<file path="src/rtl/ram_arbiter_if.sv">
// Two-requester RAM arbiter bus: requester ports m0/m1 plus the single-port RAM side.
// The slave modport is the arbiter's view; master is the requester/RAM environment view.
interface ram_arbiter_if #(
  parameter int ADDR_W = 10,
  parameter int DATA_W = 32
);
  logic              m0_req,    m1_req;
  logic              m0_we,     m1_we;
  logic [ADDR_W-1:0] m0_addr,   m1_addr;
  logic [DATA_W-1:0] m0_wdata,  m1_wdata;
  logic              m0_gnt,    m1_gnt;
  logic              m0_rvalid, m1_rvalid;
  logic [DATA_W-1:0] m0_rdata,  m1_rdata;
  logic              ram_we;
  logic [ADDR_W-1:0] ram_addr;
  logic [DATA_W-1:0] ram_din;
  logic [DATA_W-1:0] ram_dout;
  logic              busy;

  modport slave (
    input  m0_req, m0_we, m0_addr, m0_wdata,
    input  m1_req, m1_we, m1_addr, m1_wdata,
    output m0_gnt, m0_rvalid, m0_rdata,
    output m1_gnt, m1_rvalid, m1_rdata,
    output ram_we, ram_addr, ram_din,
    input  ram_dout,
    output busy
  );

  modport master (
    output m0_req, m0_we, m0_addr, m0_wdata,
    output m1_req, m1_we, m1_addr, m1_wdata,
    input  m0_gnt, m0_rvalid, m0_rdata,
    input  m1_gnt, m1_rvalid, m1_rdata,
    input  ram_we, ram_addr, ram_din,
    output ram_dout,
    input  busy
  );
endinterface

</file>
<file path="src/rtl/ram_arbiter.sv">
// Two-port arbiter onto a single registered-output RAM, one access every 3 cycles.
// Define ARB_ROUND_ROBIN_EN for alternating grants on contention; default is fixed m0 priority.
module ram_arbiter #(
  parameter int ADDR_W = 10,
  parameter int DATA_W = 32
) (
  input logic           clk,
  input logic           rst,
  ram_arbiter_if.slave  bus
);

  typedef enum logic [1:0] {IDLE, ACCESS, RESP} state_t;

  state_t            state, state_nxt;
  logic              any_req;
  logic              pick;      // port chosen this cycle: 0 = m0, 1 = m1
  logic              sel;       // port owning the access in flight
  logic              lat_we;
  logic [ADDR_W-1:0] lat_addr;
  logic [DATA_W-1:0] lat_din;
  logic [DATA_W-1:0] rdata0, rdata1;

  assign any_req = bus.m0_req | bus.m1_req;

`ifdef ARB_ROUND_ROBIN_EN
  logic last;  // port granted most recently

  always_comb begin
    pick = bus.m0_req ? 1'b0 : 1'b1;
    if (bus.m0_req && bus.m1_req) pick = ~last;
  end
`else
  always_comb begin
    pick = ~bus.m0_req;
  end
`endif

  always_ff @(posedge clk) begin
    if (rst) begin
      state    <= IDLE;
      sel      <= 1'b0;
      lat_we   <= 1'b0;
      lat_addr <= '0;
      lat_din  <= '0;
      rdata0   <= '0;
      rdata1   <= '0;
`ifdef ARB_ROUND_ROBIN_EN
      last     <= 1'b1;
`endif
    end else begin
      state <= state_nxt;
      if (state == IDLE && any_req) begin
        sel      <= pick;
        lat_we   <= pick ? bus.m1_we    : bus.m0_we;
        lat_addr <= pick ? bus.m1_addr  : bus.m0_addr;
        lat_din  <= pick ? bus.m1_wdata : bus.m0_wdata;
      end
      if (state == RESP && !lat_we) begin
        if (sel) rdata1 <= bus.ram_dout;
        else     rdata0 <= bus.ram_dout;
      end
`ifdef ARB_ROUND_ROBIN_EN
      if (state == ACCESS) last <= sel;
`endif
    end
  end

  // RAM address/data come straight from the latch so they hold between accesses
  assign bus.ram_addr = lat_addr;
  assign bus.ram_din  = lat_din;

  always_comb begin
    state_nxt     = state;
    bus.m0_gnt    = 1'b0;
    bus.m1_gnt    = 1'b0;
    bus.m0_rvalid = 1'b0;
    bus.m1_rvalid = 1'b0;
    bus.m0_rdata  = rdata0;
    bus.m1_rdata  = rdata1;
    bus.ram_we    = 1'b0;
    bus.busy      = (state != IDLE);
    unique case (state)
      IDLE: begin
        if (any_req) state_nxt = ACCESS;
      end
      ACCESS: begin
        bus.ram_we = lat_we;
        bus.m0_gnt = ~sel;
        bus.m1_gnt = sel;
        state_nxt  = RESP;
      end
      RESP: begin
        // read data is forwarded in the RESP cycle, then held in the port register
        if (!lat_we) begin
          if (sel) begin
            bus.m1_rvalid = 1'b1;
            bus.m1_rdata  = bus.ram_dout;
          end else begin
            bus.m0_rvalid = 1'b1;
            bus.m0_rdata  = bus.ram_dout;
          end
        end
        state_nxt = IDLE;
      end
      default: state_nxt = IDLE;
    endcase
  end

endmodule

</file>
<file path="src/flat_wrapper.sv">
// flat-port wrapper written by rule: the top's interface ports become plain ports
module ram_arbiter_flat 
#(
  parameter int ADDR_W = 10,
  parameter int DATA_W = 32
)
  (clk, rst, bus_m0_req, bus_m0_we, bus_m0_addr, bus_m0_wdata, bus_m1_req, bus_m1_we, bus_m1_addr, bus_m1_wdata, bus_m0_gnt, bus_m0_rvalid, bus_m0_rdata, bus_m1_gnt, bus_m1_rvalid, bus_m1_rdata, bus_ram_we, bus_ram_addr, bus_ram_din, bus_ram_dout, bus_busy);
  ram_arbiter_if #(.ADDR_W(ADDR_W), .DATA_W(DATA_W)) bus_i ();
  input logic clk;
  input logic rst;
  input wire logic [$bits(bus_i.m0_req)-1:0] bus_m0_req;
  input wire logic [$bits(bus_i.m0_we)-1:0] bus_m0_we;
  input wire logic [$bits(bus_i.m0_addr)-1:0] bus_m0_addr;
  input wire logic [$bits(bus_i.m0_wdata)-1:0] bus_m0_wdata;
  input wire logic [$bits(bus_i.m1_req)-1:0] bus_m1_req;
  input wire logic [$bits(bus_i.m1_we)-1:0] bus_m1_we;
  input wire logic [$bits(bus_i.m1_addr)-1:0] bus_m1_addr;
  input wire logic [$bits(bus_i.m1_wdata)-1:0] bus_m1_wdata;
  output wire logic [$bits(bus_i.m0_gnt)-1:0] bus_m0_gnt;
  output wire logic [$bits(bus_i.m0_rvalid)-1:0] bus_m0_rvalid;
  output wire logic [$bits(bus_i.m0_rdata)-1:0] bus_m0_rdata;
  output wire logic [$bits(bus_i.m1_gnt)-1:0] bus_m1_gnt;
  output wire logic [$bits(bus_i.m1_rvalid)-1:0] bus_m1_rvalid;
  output wire logic [$bits(bus_i.m1_rdata)-1:0] bus_m1_rdata;
  output wire logic [$bits(bus_i.ram_we)-1:0] bus_ram_we;
  output wire logic [$bits(bus_i.ram_addr)-1:0] bus_ram_addr;
  output wire logic [$bits(bus_i.ram_din)-1:0] bus_ram_din;
  input wire logic [$bits(bus_i.ram_dout)-1:0] bus_ram_dout;
  output wire logic [$bits(bus_i.busy)-1:0] bus_busy;
  assign bus_i.m0_req = bus_m0_req;
  assign bus_i.m0_we = bus_m0_we;
  assign bus_i.m0_addr = bus_m0_addr;
  assign bus_i.m0_wdata = bus_m0_wdata;
  assign bus_i.m1_req = bus_m1_req;
  assign bus_i.m1_we = bus_m1_we;
  assign bus_i.m1_addr = bus_m1_addr;
  assign bus_i.m1_wdata = bus_m1_wdata;
  assign bus_m0_gnt = bus_i.m0_gnt;
  assign bus_m0_rvalid = bus_i.m0_rvalid;
  assign bus_m0_rdata = bus_i.m0_rdata;
  assign bus_m1_gnt = bus_i.m1_gnt;
  assign bus_m1_rvalid = bus_i.m1_rvalid;
  assign bus_m1_rdata = bus_i.m1_rdata;
  assign bus_ram_we = bus_i.ram_we;
  assign bus_ram_addr = bus_i.ram_addr;
  assign bus_ram_din = bus_i.ram_din;
  assign bus_i.ram_dout = bus_ram_dout;
  assign bus_busy = bus_i.busy;
  ram_arbiter #(.ADDR_W(ADDR_W), .DATA_W(DATA_W)) u_core (.clk(clk), .rst(rst), .bus(bus_i));
endmodule
</file>
<file path="config.mk">
export PLATFORM = sky130hd
export DESIGN_NAME = ram_arbiter_flat
export DESIGN_NICKNAME = d
export VERILOG_FILES = /design/src/rtl/ram_arbiter_if.sv /design/src/rtl/ram_arbiter.sv /design/src/flat_wrapper.sv
export SDC_FILE = /design/constraint.sdc
export NUM_CORES = 1
export LEC_CHECK = 0
export ABC_AREA = 1
export CAP_MARGIN = 30
export CORE_MARGIN = 2
export CORE_UTILIZATION = 35
export CTS_CLUSTER_SIZE = 40
export DETAILED_ROUTE_END_ITERATION = 8
export GPL_TIMING_DRIVEN = 0
export PLACE_DENSITY_LB_ADDON = 0.2
export SLEW_MARGIN = 15
export SYNTH_ARGS = -nofsm -noshare
export SYNTH_HDL_FRONTEND = slang
export SYNTH_SLANG_ARGS = --single-unit
</file>
<file path="constraint.sdc">
create_clock -name clk -period 1.6 [get_ports clk]
set_input_delay 0.32 -clock clk [delete_from_list [all_inputs] [get_ports clk]]
set_output_delay 0.32 -clock clk [all_outputs]
set_load 0.005 [all_outputs]
</file>
==> flow_summary.json, run 1 <==
{
  "crit_arrival_ns": 1.74,
  "grt_pass1_vias": 5862,
  "ir_worst_vdd_mv": 0.5106,
  "rsz0062_at_grt": "yes",
  "drt-initial-drc-count": 283,
  "crit_top_cell": "buf_6",
  "status": "complete, but fails checks",
  "io_pins": 234,
  "clk_latency_ns": 0.35,
  "core_area_um2": 15260,
  "via_per_inst": 4.294,
  "vias": 6449,
  "initial_core_util_pct": 36.07,
  "drt_wl_total_mm": 19.82,
  "dp_hpwl_mm": 12.37,
  "cts-root-buf": "clkbuf_16",
  "power_mw": 7.900,
  "violations": "negative setup slack",
  "dieArea_um2": 16740,
  "layout.nets": 1408,
  "setup_viol": 68,
  "placementRows": 45,
  "antennaDiodeCount": 0,
  "relSlewSlack_pct": 67.83,
  "grt_first_pass_wirelength_mm": 28.47,
  "synth-seq-cells": 110,
  "cts_tree": "yes",
  "yosysTopAreaCell": "dfxtp_1",
  "drtPass1Iterations": 5,
  "critPathCaptureType": "output port",
  "crit_type": "reg -> out",
  "layout_commonest_cell": "nand2_1",
  "drc": 0,
  "critPathRequiredTime_ns": 1.28,
  "routedWlPerCell_um": 13.19,
  "p_leak_nw": 5.423,
  "yosysTopAreaCellShare_pct": 40.01,
  "cp-start-kind": "flip-flop",
  "skew_ns": 0.008662,
  "hold_class": "in -> reg",
  "synthCells": 943,
  "worst_hold_slack_ns": 0.4178,
  "hold_buffers": 0,
  "fin_ws_ns": -0.4593,
  "syn-mean-instance-area_um2": 5.837,
  "fin_crit_sh_pct": 128.7,
  "cts_max_path_buffers": 2,
  "drv_slew": 0,
  "crit_fanout": 8,
  "clock.fmax_ghz": 0.4856,
  "netlist_area_um2": 5504,
  "seq_area_frac_synth_pct": 40.01,
  "cts.sink_count": 110,
  "antenna_found_initial": 0,
  "grt_overflow_total": 0,
  "cts_buffers": 9,
  "die_x_um": 129.4,
  "hold_viol_final": 0,
  "grt_usage_pct": 21.56,
  "globalplace.congestion": 0.8171,
  "h-tree-depth": 3,
  "slowest_stage": "dfxtp_4",
  "die_h_um": 129.4,
  "power_density_nw_per_um2": 774.9,
  "syn-num-nets": 1065,
  "syn_to_final_growth_pct": 85.22,
  "max_stage_delay_ns": 0.35,
  "grt_max_degree": 17,
  "crit_chain": "buf_6 -> nor2_4 -> buf_6 -> buf_6 -> buf_8 -> nand3_1 -> nand2_4 -> inv_1 -> buf_2",
  "layout_common_cells": "nand2_1 (245), inv_1 (168), clkdlybuf4s50_1 (159)",
  "ant_nets": 0,
  "worstMarginPinSlew_ns": 0.4826,
  "synth_cell_type_count": 17,
  "path_clk_slew_ns": 0.06,
  "rrSetupSlack_ns": -0.09,
  "ys_warn_count": 0,
  "maxCapViolations": 0,
  "synth.area.top_cells": "dfxtp_1 (40%), nand2_1 (24%), inv_1 (14%)",
  "drive_above_1_share_pct": 31.60,
  "num-fill-cells": 1278,
  "portBuffers": 232,
  "finalCriticalPeriod_ns": 2.059
}
[synthesized netlist by cell type]
cell,count
buf_2,22
nor2_2,2
buf_6,1
nor2_1,157
nand2_1,346
a21oi_1,1
nand2_2,2
inv_2,2
clkbuf_1,15
nand3_1,64
dfxtp_1,110
clkinv_1,1
inv_4,1
o21ai_0,1
buf_4,10
inv_1,207
nor2_4,1
[logic make-up after synthesis]
logic type	count (synthesis)	synth area share, %
DFF	110	40.01
AOI/OAI and AO/OA	2	0.1817
and+or+nand+nor	572	40.78
buffers and inverters	259	19.03
[what timing repair did]
item | in CTS | in global routing
hold endpoints to repair | 0 | 0
gates resized for setup | 283 | 336
setup endpoints to repair | 100 | 95
cloned | 5 | 3
buffers inserted | 62 | 63
pin swaps | 25 | 61
[per-stage QoR]
step                      std cells  instance area (um2)  util, %  setup TNS, ns  setup WS (ns)
after CTS                      1462                 9269    60.75         -31.36        -0.6447
after global placement         1386                 8090    53.02         -55.67        -0.5801
after detailed placement       1386                 8090    53.02         -55.54        -0.5862
after floorplan                 943                 5504        -              0         0.2561
final                          1502                10190    66.81         -23.45        -0.4593
after global routing           1502                10190    66.81         -28.50        -0.5327
[path summary, 6_finish.rpt]
check	start	endpoint	depth (start not counted)
worst max-delay path	u_core.sel	bus_m0_rdata[9]	9
worst min-delay path	bus_m0_req	u_core.lat_we	5
worst max register to register	u_core.sel	u_core.rdata0[8]	12
worst min register to register	u_core.bus.ram_din[16]	u_core.bus.ram_din[16]	4
[worst max-delay path: cells and delay by family (launching register included)]
family	cells	cell delay, ns
buffers and inverters	6	0.65
DFF	1	0.35
and+or+nand+nor	3	0.38
[registers in the layout, summed over array words and instances (netlist names)]
register and count:
u_core.bus.ram_addr 10, u_core.sel 1, u_core.state 2, u_core.rdata1 32, u_core.bus.ram_din 32, u_core.rdata0 32, u_core.lat_we 1
[per-layer routing]
metal	global-route usage [%]	vias up	wire length, um
li1	-	3343	-
met1	24.61	2879	7911
met2	37.99	193	9882
met3	6.565	34	1489
met4	7.928	0	534
met5	0	-	0
[where the power goes]
group,internal [mW],switching (mW)
logic,1.34,1.12
registers,2.92,0.0845
clock network,1.41,1.02
[final cells by class]
| class | count | area [um2] | share of cell area [%] |
|---|---|---|---|
| buffer | 45 | 390.4 | 3.829 |
| sequential | 110 | 2212 | 21.70 |
| inverter | 211 | 794.5 | 7.793 |
| clock inverter | 4 | 70.07 | 0.6873 |
| multi-input combinational | 574 | 2940 | 28.84 |
| clock buffer | 12 | 246.5 | 2.418 |
| tap | 211 | 264.0 | 2.590 |
| timing repair buffer | 335 | 3277 | 32.14 |
Power figures use the tool's default switching activity.
==> run 2: changes to the inputs <==
SLEW_MARGIN = unset   (was 15)
TNS_END_PERCENT = 10   (was unset)
==> run 2 against run 1 <==
Against the previous run: the flow still finishes with violations (negative setup slack); register-to-register slack improved by 0.18 ns; fmax rose by 0.72%; die area did not move; clock power barely moved; final area fell by 8.2%; setup slack improved by 0.015 ns; flip-flop and latch count did not move; clock skew fell by 0.0027 ns; critical path depth rose by 1; power fell by 5.0%; sequential power barely moved; routed wire length fell by 8.6%; critical endpoint is now bus_m0_rdata[6]; highest routed layer unchanged.
==> flow_summary.json, run 2 (synthesis gave the netlist of run 1 again) <==
{
  "status": "complete, but fails checks",
  "violations": "negative setup slack",
  "maxCapViolations": 0,
  "crit_arrival_ns": 1.72,
  "cts.sink_count": 110,
  "path_clk_slew_ns": 0.07,
  "dp_hpwl_mm": 12.37,
  "ir_worst_vdd_mv": 0.5106,
  "dp_slack_ns": -0.5862,
  "postLayoutCellArea_um2": 9354,
  "grt_pass1_vias": 5618,
  "post-route-util_pct": 61.30,
  "drt-initial-drc-count": 302,
  "placed_area_um2": 8090,
  "cts_max_path_buffers": 2,
  "grt_overflow_total": 0,
  "via_per_inst": 4.249,
  "drtPass1Iterations": 5,
  "crit_type": "reg -> out",
  "grt_max_degree": 17,
  "cts_buffers": 9,
  "h-tree-depth": 3,
  "vias": 6187,
  "num-fill-cells": 1458,
  "crit_fanout": 5,
  "fin_ws_ns": -0.4447,
  "p_leak_nw": 5.199,
  "antennaDiodeCount": 0,
  "fin_crit_sh_pct": 127.8,
  "place_inst": 1386,
  "initial_core_util_pct": 36.07,
  "grt_usage_pct": 20.65,
  "layout.nets": 1362,
  "r2r_start": "u_core.sel",
  "hold_class": "in -> reg",
  "io_pins": 234,
  "cts-root-buf": "clkbuf_16",
  "globalplace.congestion": 0.8171,
  "critPathRequiredTime_ns": 1.28,
  "cts_tree": "yes",
  "finalSetupTns_ns": -23.08,
  "rsz0062_at_grt": "yes",
  "layout_common_cells": "nand2_1 (281), inv_1 (184), clkdlybuf4s50_1 (159)",
  "routedWlPerCell_um": 12.44,
  "hold_buffers": 0,
  "power_density_nw_per_um2": 802.5,
  "clk_latency_ns": 0.35,
  "drt_wl_total_mm": 18.11,
  "grt_first_pass_wirelength_mm": 27.18,
  "syn_to_final_growth_pct": 69.95,
  "ant_nets": 0,
  "critPathCaptureType": "output port",
  "worstMarginPinSlew_ns": 0.4879,
  "power_mw": 7.507,
  "skew_ns": 0.005957,
  "cp-startpoint": "u_core.sel",
  "layout_commonest_cell": "nand2_1",
  "placementRows": 45,
  "drv_slew": 0,
  "relSlewSlack_pct": 67.47,
  "die_h_um": 129.4,
  "ff_latch_area_um2": 2212,
  "core_area_um2": 15260,
  "setup_viol": 67,
  "worst_hold_slack_ns": 0.4196,
  "finalNonFillerCells": 1456,
  "hold_viol_final": 0,
  "drive_above_1_share_pct": 22.65,
  "cp-start-kind": "flip-flop",
  "antenna_found_initial": 0,
  "hp-start": "bus_m0_req",
  "drc": 0,
  "portBuffers": 232,
  "multi_input_area_um2": 2584,
  "clock.fmax_ghz": 0.4891,
  "die_x_um": 129.4,
  "dieArea_um2": 16740,
  "finalCriticalPeriod_ns": 2.045
}
[run 2: final cells by class]
cell class / count / area share (%)
Sequential cell: 110 / 23.65
Buffer: 48 / 4.655
Timing Repair Buffer: 285 / 29.35
Tap cell: 211 / 2.822
Clock inverter: 4 / 0.7491
Clock buffer: 12 / 2.635
Multi-Input combinational cell: 575 / 27.62
Inverter: 211 / 8.521
[run 2: path summary, 6_finish.rpt]
path | to | slack [ns] | cells past startpoint
max | bus_m0_rdata[6] | -0.44 | 10
min | u_core.lat_we | 0.42 | 5
max reg2reg | u_core.rdata0[16] | 0.09 | 10
min reg2reg | u_core.bus.ram_din[16] | 0.51 | 4
[run 2: worst max-delay path, stage by stage (launching register included)]
cell,delay (ns)
dfxtp_4,0.36
buf_6,0.12
nor2_4,0.16
buf_12,0.14
nand2_8,0.09
buf_8,0.14
buf_12,0.13
nand2_4,0.05
nand2_2,0.04
inv_1,0.04
buf_2,0.10
[run 2: layer usage]
| metal | vias up | share of wire, % | GRT usage, % |
|---|---|---|---|
| met5 | - | 0 | 0 |
| met4 | 0 | 2.2 | 8.056 |
| met3 | 26 | 7.7 | 6.730 |
| met2 | 192 | 49 | 35.73 |
| met1 | 2714 | 41 | 23.65 |
| li1 | 3255 | - | - |
[run 2: timing repair]
item,4_1_cts,5_1_grt
resized for setup,195,233
pin swaps,18,45
setup buffers,11,35
cloned,4,5
endpoints found under the setup margin,100,73
[run 2: where the power goes]
| part | switching, mW | total, mW | internal [mW] |
|---|---|---|---|
| sequential | 0.0842 | 3.01 | 2.92 |
| clock | 0.997 | 2.41 | 1.41 |
| combinational | 0.979 | 2.09 | 1.11 |
==> run 3: changes to the inputs <==
ABC_AREA = unset   (was 1)
GPL_TIMING_DRIVEN = unset   (was 0)
==> run 3 against run 2 <==
Against the previous run: count of clock-buffer cells in the layout decreased by 1; largest cell class unchanged; power decreased by 10%; critical path type unchanged; critical path depth decreased by 3; final area decreased by 11%; the flow still finishes with violations (negative setup slack); via count decreased by 33%; cell count decreased by 41%.
==> flow_summary.json, run 3 <==
{
  "violations": "negative setup slack",
  "crit_fanout": 7,
  "seq_area_frac_synth_pct": 44.23,
  "layout_commonest_cell": "clkdlybuf4s50_1",
  "grt_first_pass_wirelength_mm": 22.68,
  "grt_usage_pct": 19.29,
  "combPwrFrac_pct": 24.0,
  "hold_class": "in -> reg",
  "cts_buffers": 9,
  "portBuffers": 233,
  "power_density_nw_per_um2": 806.1,
  "yosysTopAreaCellShare_pct": 44.23,
  "power_mw": 6.746,
  "via_per_inst": 4.783,
  "skew_ns": 0.006746,
  "internal-power_mw": 5.027,
  "hold_buffers": 0,
  "use_met1_pct": 23.15,
  "hold_viol_final": 0,
  "core_area_um2": 13880,
  "yosysMostFrequentCell": "dfxtp_1",
  "worst_hold_slack_ns": 0.4409,
  "drt_wl_total_mm": 14.61,
  "grt.met3_usage_pct": 3.644,
  "holdPathStages": 3,
  "cts.sink_count": 110,
  "routedWlPerCell_um": 16.92,
  "critPathCaptureType": "output port",
  "syn-num-nets": 544,
  "ant_nets": 0,
  "drc": 0,
  "drv_slew": 0,
  "async_reset_ff_share_pct": 0,
  "synth-seq-cells": 110,
  "grt_max_degree": 49,
  "yosysTopAreaCell": "dfxtp_1",
  "drive_above_1_share_pct": 38.21,
  "drt-initial-drc-count": 120,
  "gr-usage-met2_pct": 33.52,
  "relSlewSlack_pct": 69.24,
  "dp_slack_ns": -0.5617,
  "maxCapViolations": 0,
  "layout.nets": 801,
  "syn-mean-instance-area_um2": 11.80,
  "grt_pass1_vias": 4418,
  "drtPass1Iterations": 4,
  "critPathRequiredTime_ns": 1.28,
  "io_pins": 234,
  "vias": 4128,
  "post-route-util_pct": 60.29,
  "status": "complete, but fails checks",
  "crit_arrival_ns": 1.94,
  "p_leak_nw": 3.527,
  "fin_crit_sh_pct": 141.3,
  "clock.fmax_ghz": 0.4422,
  "worstMarginPinSlew_ns": 0.4614,
  "ys_warn_count": 0,
  "path_clk_slew_ns": 0.07,
  "p_seq_share_pct": 44.2,
  "clkPwrFrac_pct": 31.8,
  "placementRows": 43,
  "syn_to_final_growth_pct": 68.11,
  "dieArea_um2": 15190,
  "antenna_found_initial": 0,
  "synth.area.top_cells": "dfxtp_1 (44%), a211oi_2 (10%), mux2_4 (8.7%)",
  "setup_viol": 111,
  "cts-root-buf": "clkbuf_16",
  "synth-edff-count": 0,
  "netlist_area_um2": 4979,
  "crit_type": "reg -> out",
  "globalplace.congestion": 0.7326,
  "antennaDiodeCount": 0,
  "finalSetupTns_ns": -37.51,
  "cts_max_path_buffers": 2,
  "die_h_um": 123.3,
  "clk_latency_ns": 0.34,
  "dp_hpwl_mm": 9.680,
  "busiest_layer": "met2",
  "ir_worst_vdd_mv": 0.5344,
  "cts_tree": "yes",
  "fin_ws_ns": -0.6613,
  "synthCells": 422,
  "h-tree-depth": 3,
  "rsz0062_at_grt": "yes",
  "finalCriticalPeriod_ns": 2.261,
  "layout_common_cells": "clkdlybuf4s50_1 (161), dfxtp_1 (106), mux2_4 (64)",
  "initial_core_util_pct": 35.87,
  "synth_commonest_cells": "dfxtp_1 (110), a21oi_1 (44), mux2i_1 (43), a211oi_2 (40), nor2b_1 (36)",
  "power_switching_mw": 1.720,
  "grt_overflow_total": 0,
  "cp-start-kind": "flip-flop",
  "die_x_um": 123.3,
  "reg2reg_depth": 7,
  "sw_frac_of_total_pct": 25.49,
  "synth_flop_cell": "dfxtp_1",
  "synth_cell_type_count": 20
}
[run 3: cell types whose count changed after synthesis, moves of 40 or more]
cell | previous run | this run
a211oi_2 | 0 | 40
mux2i_1 | 0 | 43
nand3_1 | 64 | 0
nor2_1 | 157 | 5
inv_1 | 207 | 3
nand2_1 | 346 | 0
a21oi_1 | 1 | 44
[run 3: final cells by class]
class                           count  area, um2
Fill cell                        1125       5512
Timing Repair Buffer              285       2878
Multi-Input combinational cell    270       2755
Sequential cell                   110       2215
Clock buffer                       11      252.7
Tap cell                          180      225.2
Clock inverter                      4      32.53
Inverter                            3      11.26
[run 3: worst paths after layout]
kind	to	from	slack [ns]
min	u_core.rdata1[13]	rst	0.44
max	bus_m1_rdata[5]	u_core.lat_we	-0.66
max reg2reg	u_core.rdata1[5]	u_core.lat_we	-0.14
min reg2reg	u_core.bus.ram_addr[9]	u_core.bus.ram_addr[9]	0.52
[run 3: metal layers]
| layer | vias to the layer above | part of all wire, % |
|---|---|---|
| met4 | 0 | 2.7 |
| met1 | 1969 | 41 |
| met3 | 25 | 5.7 |
| met5 | - | 0 |
| met2 | 127 | 50 |
| li1 | 2007 | - |
[run 3: logic make-up after synthesis]
| logic type | count (synthesis) | synth area share, % |
|---|---|---|
| compound gates | 88 | 15.08 |
| flops | 110 | 44.23 |
| mux | 107 | 25.31 |
| buf+inv | 42 | 5.051 |
| simple gates | 75 | 10.33 |
[run 3: worst max-delay path: stages, from the launching register on]
cell and delay [ns]:
dfxtp_4 0.36, nor4bb_4 0.29, buf_4 0.17, buf_12 0.10, buf_12 0.14, buf_8 0.11
mux2_4 0.30, buf_6 0.12
[run 3: power by group through the flow]
stage	clock network [mW]	registers (mW)	logic (mW)
2_1_floorplan	0	3.05	0.679
3_3_place_gp	0	3.04	1.51
3_5_place_dp	0	3.05	1.54
4_1_cts	2.19	2.99	1.63
5_1_grt	2.30	3.00	1.74
6_report	2.14	2.98	1.62
[run 3: timing repair]
item / CTS / global route
gates cloned: 7 / 0
endpoints found under the setup margin: 126 / 132
setup buffers: 26 / 0
gates resized for setup: 291 / 68
pin swaps: 2 / 2
[run 3: through the flow]
step / cell area, um2 / cells
CTS: 8429 / 866
finish: 8369 / 863
global placement: 7566 / 818
floorplan: 4980 / 422
global route: 8369 / 863
detailed placement: 7566 / 818
